===== config.mk =====
export PLATFORM = sky130hd
export DESIGN_NAME = sram22_bist_ctrl
export DESIGN_NICKNAME = d
export VERILOG_FILES = /design/src/rtl/sram22_bist_ctrl.sv
export SDC_FILE = /design/constraint.sdc
export NUM_CORES = 1
export LEC_CHECK = 0
export BUFFER_PORTS_ARGS = -buffer_cell sky130_fd_sc_hd__buf_4
export CORE_MARGIN = 2
export CORE_UTILIZATION = 45
export CTS_BUF_LIST = sky130_fd_sc_hd__clkbuf_8
export DETAILED_ROUTE_END_ITERATION = 8
export GPL_TIMING_DRIVEN = 0
export PLACE_DENSITY = 0.82
export SYNTH_ARGS = -nofsm -noshare
export SYNTH_HDL_FRONTEND = slang
export SYNTH_SLANG_ARGS = --single-unit

===== constraint.sdc =====
create_clock -name clk -period 2.5 [get_ports clk]
set_input_delay 0.375 -clock clk [delete_from_list [all_inputs] [get_ports clk]]
set_output_delay 0.375 -clock clk [all_outputs]
set_load 0.05 [all_outputs]

===== src/rtl/sram22_bist_ctrl.sv =====
// March C- BIST initiator for sram22 single-port macros, with first-failure capture.
// Define SRAM22_BIST_WMASK_EN to append the byte-mask element M6 up(wm,r).
module sram22_bist_ctrl #(
  parameter int DATA_WIDTH     = 32,
  parameter int ADDR_WIDTH     = 6,
  parameter int WMASK_WIDTH    = 4,
  parameter int FAIL_CNT_WIDTH = 8
) (
  input  logic                      clk,
  input  logic                      rst,
  input  logic                      start,
  output logic                      busy,
  output logic                      done,
  output logic                      pass,
  output logic [ADDR_WIDTH-1:0]     fail_addr,
  output logic [2:0]                fail_elem,
  output logic [FAIL_CNT_WIDTH-1:0] fail_cnt,
  output logic                      sram_we,
  output logic [WMASK_WIDTH-1:0]    sram_wmask,
  output logic [ADDR_WIDTH-1:0]     sram_addr,
  output logic [DATA_WIDTH-1:0]     sram_din,
  input  logic [DATA_WIDTH-1:0]     sram_dout
);

  localparam int LANE_W = DATA_WIDTH / WMASK_WIDTH;

  function automatic logic [WMASK_WIDTH-1:0] even_lane_mask();
    logic [WMASK_WIDTH-1:0] m;
    m = '0;
    for (int i = 0; i < WMASK_WIDTH; i++) m[i] = (i % 2) == 0;
    return m;
  endfunction

  function automatic logic [DATA_WIDTH-1:0] even_lane_data();
    logic [DATA_WIDTH-1:0] d;
    d = '0;
    for (int b = 0; b < DATA_WIDTH; b++) d[b] = ((b / LANE_W) % 2) == 0;
    return d;
  endfunction

  localparam logic [WMASK_WIDTH-1:0] EVEN_MASK = even_lane_mask();
  localparam logic [DATA_WIDTH-1:0]  EVEN_DATA = even_lane_data();

  typedef enum logic [3:0] {IDLE, M0, M1, M2, M3, M4, M5, M6, DRAIN, DONE} state_t;

  state_t                  state, nxt_state, elem_after;
  logic [ADDR_WIDTH-1:0]   addr, nxt_addr;
  logic                    phase, nxt_phase;
  logic                    two_op, down;

  logic                    op_we, op_rd;
  logic [WMASK_WIDTH-1:0]  op_wmask;
  logic [ADDR_WIDTH-1:0]   op_addr;
  logic [DATA_WIDTH-1:0]   op_din, op_exp;

  // Read pipeline: rd_* describe the op on the port now, exp_* the one whose data is on dout.
  logic                    rd_pend, cmp_valid, mismatch;
  logic [DATA_WIDTH-1:0]   rd_exp, exp_data;
  logic [ADDR_WIDTH-1:0]   exp_addr;
  logic [2:0]              exp_elem;

  function automatic logic [2:0] elem_idx(state_t s);
    case (s)
      M1:      return 3'd1;
      M2:      return 3'd2;
      M3:      return 3'd3;
      M4:      return 3'd4;
      M5:      return 3'd5;
      M6:      return 3'd6;
      default: return 3'd0;
    endcase
  endfunction

  assign mismatch = cmp_valid && (sram_dout != exp_data);

  always_comb begin
    two_op = state inside {M1, M2, M3, M4, M6};
    down   = state inside {M3, M4};
    case (state)
      M0:      elem_after = M1;
      M1:      elem_after = M2;
      M2:      elem_after = M3;
      M3:      elem_after = M4;
      M4:      elem_after = M5;
`ifdef SRAM22_BIST_WMASK_EN
      M5:      elem_after = M6;
`else
      M5:      elem_after = DRAIN;
`endif
      default: elem_after = DRAIN;
    endcase

    nxt_state = state;
    nxt_addr  = addr;
    nxt_phase = phase;
    case (state)
      IDLE, DONE: if (start) begin
        nxt_state = M0;
        nxt_addr  = '0;
        nxt_phase = 1'b0;
      end
      DRAIN: nxt_state = DONE;
      M0, M1, M2, M3, M4, M5, M6: begin
        if (two_op && !phase) begin
          nxt_phase = 1'b1;
        end else begin
          nxt_phase = 1'b0;
          if (down ? (addr == '0) : (addr == '1)) begin
            nxt_state = elem_after;
            nxt_addr  = (elem_after inside {M3, M4}) ? '1 : '0;
          end else begin
            nxt_addr = down ? addr - 1'b1 : addr + 1'b1;
          end
        end
      end
      default: nxt_state = IDLE;
    endcase
  end

  // Decode the op that will be on the SRAM port next cycle.
  always_comb begin
    op_we    = 1'b0;
    op_rd    = 1'b0;
    op_wmask = '0;
    op_addr  = '0;
    op_din   = '0;
    op_exp   = '0;
    if (nxt_state inside {M0, M1, M2, M3, M4, M5, M6}) op_addr = nxt_addr;
    case (nxt_state)
      M0: begin op_we = 1'b1; op_wmask = '1; end
      M1, M3: begin
        if (!nxt_phase) op_rd = 1'b1;
        else begin op_we = 1'b1; op_wmask = '1; op_din = '1; end
      end
      M2, M4: begin
        if (!nxt_phase) begin op_rd = 1'b1; op_exp = '1; end
        else begin op_we = 1'b1; op_wmask = '1; end
      end
      M5: op_rd = 1'b1;
      M6: begin
        if (!nxt_phase) begin op_we = 1'b1; op_wmask = EVEN_MASK; op_din = '1; end
        else begin op_rd = 1'b1; op_exp = EVEN_DATA; end
      end
      default: ;
    endcase
  end

  always_ff @(posedge clk) begin
    if (rst) begin
      state      <= IDLE;
      addr       <= '0;
      phase      <= 1'b0;
      sram_we    <= 1'b0;
      sram_wmask <= '0;
      sram_addr  <= '0;
      sram_din   <= '0;
      rd_pend    <= 1'b0;
      rd_exp     <= '0;
      cmp_valid  <= 1'b0;
      exp_data   <= '0;
      exp_addr   <= '0;
      exp_elem   <= '0;
      busy       <= 1'b0;
      done       <= 1'b0;
      pass       <= 1'b0;
      fail_addr  <= '0;
      fail_elem  <= '0;
      fail_cnt   <= '0;
    end else begin
      state      <= nxt_state;
      addr       <= nxt_addr;
      phase      <= nxt_phase;
      sram_we    <= op_we;
      sram_wmask <= op_wmask;
      sram_addr  <= op_addr;
      sram_din   <= op_din;
      rd_pend    <= op_rd;
      rd_exp     <= op_exp;
      cmp_valid  <= rd_pend;
      exp_data   <= rd_exp;
      exp_addr   <= sram_addr;
      exp_elem   <= elem_idx(state);
      busy       <= !(nxt_state inside {IDLE, DONE});
      done       <= nxt_state == DONE;
      if ((state inside {IDLE, DONE}) && start) begin
        pass      <= 1'b0;
        fail_addr <= '0;
        fail_elem <= '0;
        fail_cnt  <= '0;
      end else begin
        if (mismatch) begin
          if (fail_cnt == '0) begin
            fail_addr <= exp_addr;
            fail_elem <= exp_elem;
          end
          if (fail_cnt != '1) fail_cnt <= fail_cnt + 1'b1;
        end
        // DRAIN carries the final compare, so fold it into pass here.
        if (state == DRAIN) pass <= (fail_cnt == '0) && !mismatch;
      end
    end
  end

endmodule


==> results_dict.tcl <==
set metrics [dict create \
    critPathRequiredTime_ns 2.68 \
    postSynthCellCount 356 \
    max_stage_delay_ns 0.40 \
    clk_pin_slew_worst_paths_ns 0.10 \
    ys_warn_count 0 \
    ir_drop_mv 0.263 \
    cts.sinks 55 \
    grt_pass1_wl_um 11800 \
    cts_tree "built" \
    r2r-end "rd_pend" \
    synthDistinctLibCells 59 \
    critPathBufInv 2 \
    vias 2887 \
    synth.most_common_cell "dfxtp_1" \
    yosys_most_used_dff "dfxtp_1" \
    cts_root_buf "clkbuf_8" \
    tightest_slew_ns 0.947 \
    diodes 0 \
    final_util_pct 61.5 \
    rows 29 \
    setup_tns_ns 0 \
    nFillCells 550 \
    whs_endpoint "fail_elem[2]" \
    drt_iter0_markers 140 \
    clk_latency_ns 0.31 \
    crit_chain "buf_2 > nor3b_4 > nor3_1 > o21ai_0 > mux2i_2 > buf_4 > a211o_1 > a21oi_1" \
    hold_class "in -> reg" \
    fp.dieW_um 85.2 \
    antenna_found_initial 0 \
    io-pin-count 98 \
    fin_crit_ns 2.27 \
    synth_commonest_cells "dfxtp_1 (55), buf_4 (36), nor2_1 (32), nand2_1 (31)" \
    yosysTopAreaCell "dfxtp_1" \
    p_per_area_nw_per_um2 405 \
    drc 0 \
    finalClockSkew_ns 0.00614 \
    dieArea_um2 7260 \
    grt_usage_pct 19.5 \
    yosys-top-cells-area "dfxtp_1 (37%), buf_4 (9.1%), nor2_1 (4.0%)" \
    syn_avg_cell_area_um2 8.34 \
    post_drt_wl_per_cell_um 13.5 \
    endpoint_kind "flip-flop" \
    synth-edff-count 0 \
    whs_ns 0.384 \
    crit_type "reg -> reg" \
    status "finished clean" \
    rr_worst_depth 8 \
    setup_viol 0 \
    syn_nets 398 \
    postRouteAntennaNets 0 \
    hold_buffers 0 \
    core-area_um2 6350 \
    cap_viol_max_count 0 \
    r2r_start "state[1]" \
    numCtsBuffers 5 \
    area_delta_synth_final_pct 31.6 \
    grt_max_degree 33 \
    place_ws_ns -0.0104 \
    grt_pass1_vias 2657 \
    routed_wl_um 7250 \
    die-height_um 85.2 \
    io_buffers 97 \
    viasPerCell 5.36 \
    first_pass_iters 4 \
    placed_cell_area_um2 3790 \
    hold_viol_final 0 \
    total_leakage_power_nw 1.70 \
    gp_congestion 0.923 \
    hold_path_startpoint "rst" \
    clockBufferDepth 2 \
    post-dp-hpwl_um 5630 \
    rsz0062_at_grt "no" \
    cp.arrival_ns 2.46 \
    finalCritPeriodShare_pct 91.0 \
    yosysSeqAreaShare_pct 37.1 \
    postLayoutCellArea_um2 3910 \
    critPathLaunchType "flip-flop" \
    clock.fmax_ghz 0.440 \
    relSlewSlack_pct 36.8 \
    synth_area_um2 2970 \
    nets 503 \
    hold_depth 4 \
    htree_levels 2 \
    start_util_pct 46.8 \
    netlist.area_leader.share_pct 37.1 \
    async_flop_share_pct 0 \
    ys_seq_elements 55 \
    crit_family "simple AND/OR/NAND/NOR gates" \
    fin_ws_ns 0.226 \
    overflow 0 \
    critPathMaxFanout 9 \
    drv_slew 0 \
    layout-drive-gt1-share_pct 34.0 \
    r2r_slack_ns 0.23 \
    critPathSlowestCell "nor3b_4" \
]
[layout make-up]
cell class	instances	area (um2)	share of cell area, %
clock buffer	5	68.8	1.76
multi-input combinational	244	1520	38.9
clock inverter	3	27.5	0.705
buffer	47	318	8.14
tap	77	96.3	2.47
sequential	55	1100	28.2
inverter	10	37.5	0.961
timing repair buffer	98	736	18.8
[sequential cells by signal (all words and copies together) (netlist names)]
register / flops
rd_exp: 2
exp_data: 2
fail_cnt: 8
phase: 1
exp_elem: 3
rd_pend: 1
sram_wmask: 2
exp_addr: 6
sram_addr: 6
cmp_valid: 1
state: 4
fail_addr: 6
fail_elem: 3
done: 1
busy: 1
sram_din: 1
pass: 1
addr: 6
[worst reg2reg max path, cell delays in order (launching register included)]
cell and delay, ns:
dfxtp_1 0.31, buf_2 0.18, nor3b_4 0.40, nor3_1 0.18, o21ai_0 0.34, mux2i_2 0.37
buf_4 0.20, a211o_1 0.12, a21oi_1 0.06
[power breakdown]
part | leakage (nW) | internal (mW) | switching, mW
Sequential | 0.445 | 0.884 | 0.00776
Combinational | 1.20 | 0.0769 | 0.0979
Clock | 0.0467 | 0.208 | 0.309
[logic make-up (layout without fill, tap and decap cells)]
logic type                 after synthesis  in the layout  share of synthesized area (%)
and+or+nand+nor                        155            155                           27.7
AOI/OAI and AO/OA                       70             70                           16.3
buffers and inverters                   57            163                           12.0
DFF                                     55             55                           37.1
adders and majority gates                7              7                           3.20
xor gates and xnor gates                 7              7                           2.06
muxes                                    5              5                           1.73
[placed cells by master, fill, tap and decap left out, types with 5 or more instances in the layout]
cell and instances:
a21oi_1 12, buf_2 5, buf_4 134, clkbuf_1 5, clkbuf_8 5, dfxtp_1 55, ha_1 6, inv_1 10
nand2_1 31, nand2b_1 7, nand3_1 19, nand4_1 6, nor2_1 32, nor2b_1 19, nor3_1 11, nor4_1 7
o21a_1 6, o21ai_0 16, o22ai_1 5, or4_1 6, xnor2_1 5
[layer usage]
layer  GRT usage, %  wire length [um]  vias up
met2           35.9              3680       91
met1           22.7              2970     1335
li1               -                 -     1451
met5              0                 0        -
met4           5.19               102        0
met3           4.38               499       10
[stage by stage]
step	cells	total power, mW
after floorplan	356	1.00
after global placement	530	1.08
after detailed placement	530	1.08
after CTS	538	1.59
after global routing	539	1.65
final	539	1.58
[how the worst max path moves through the flow]
stage,start,to,slack [ns],depth (start not counted)
global placement,state[1],sram_addr[5],-0.08,7
CTS,state[1],rd_exp[30],0.09,7
global route,state[1],sram_addr[5],0.03,9
finish,state[1],rd_pend,0.23,8
floorplan,fail_cnt[0],fail_addr[4],0.37,8
detailed placement,state[1],sram_addr[4],-0.01,7
[what timing repair did]
item / 4_1_cts / 5_1_grt
gates resized for setup: 1 / 1
buffers inserted: 0 / 1
setup endpoints to repair: 6 / 4
Power figures use the tool's default switching activity.
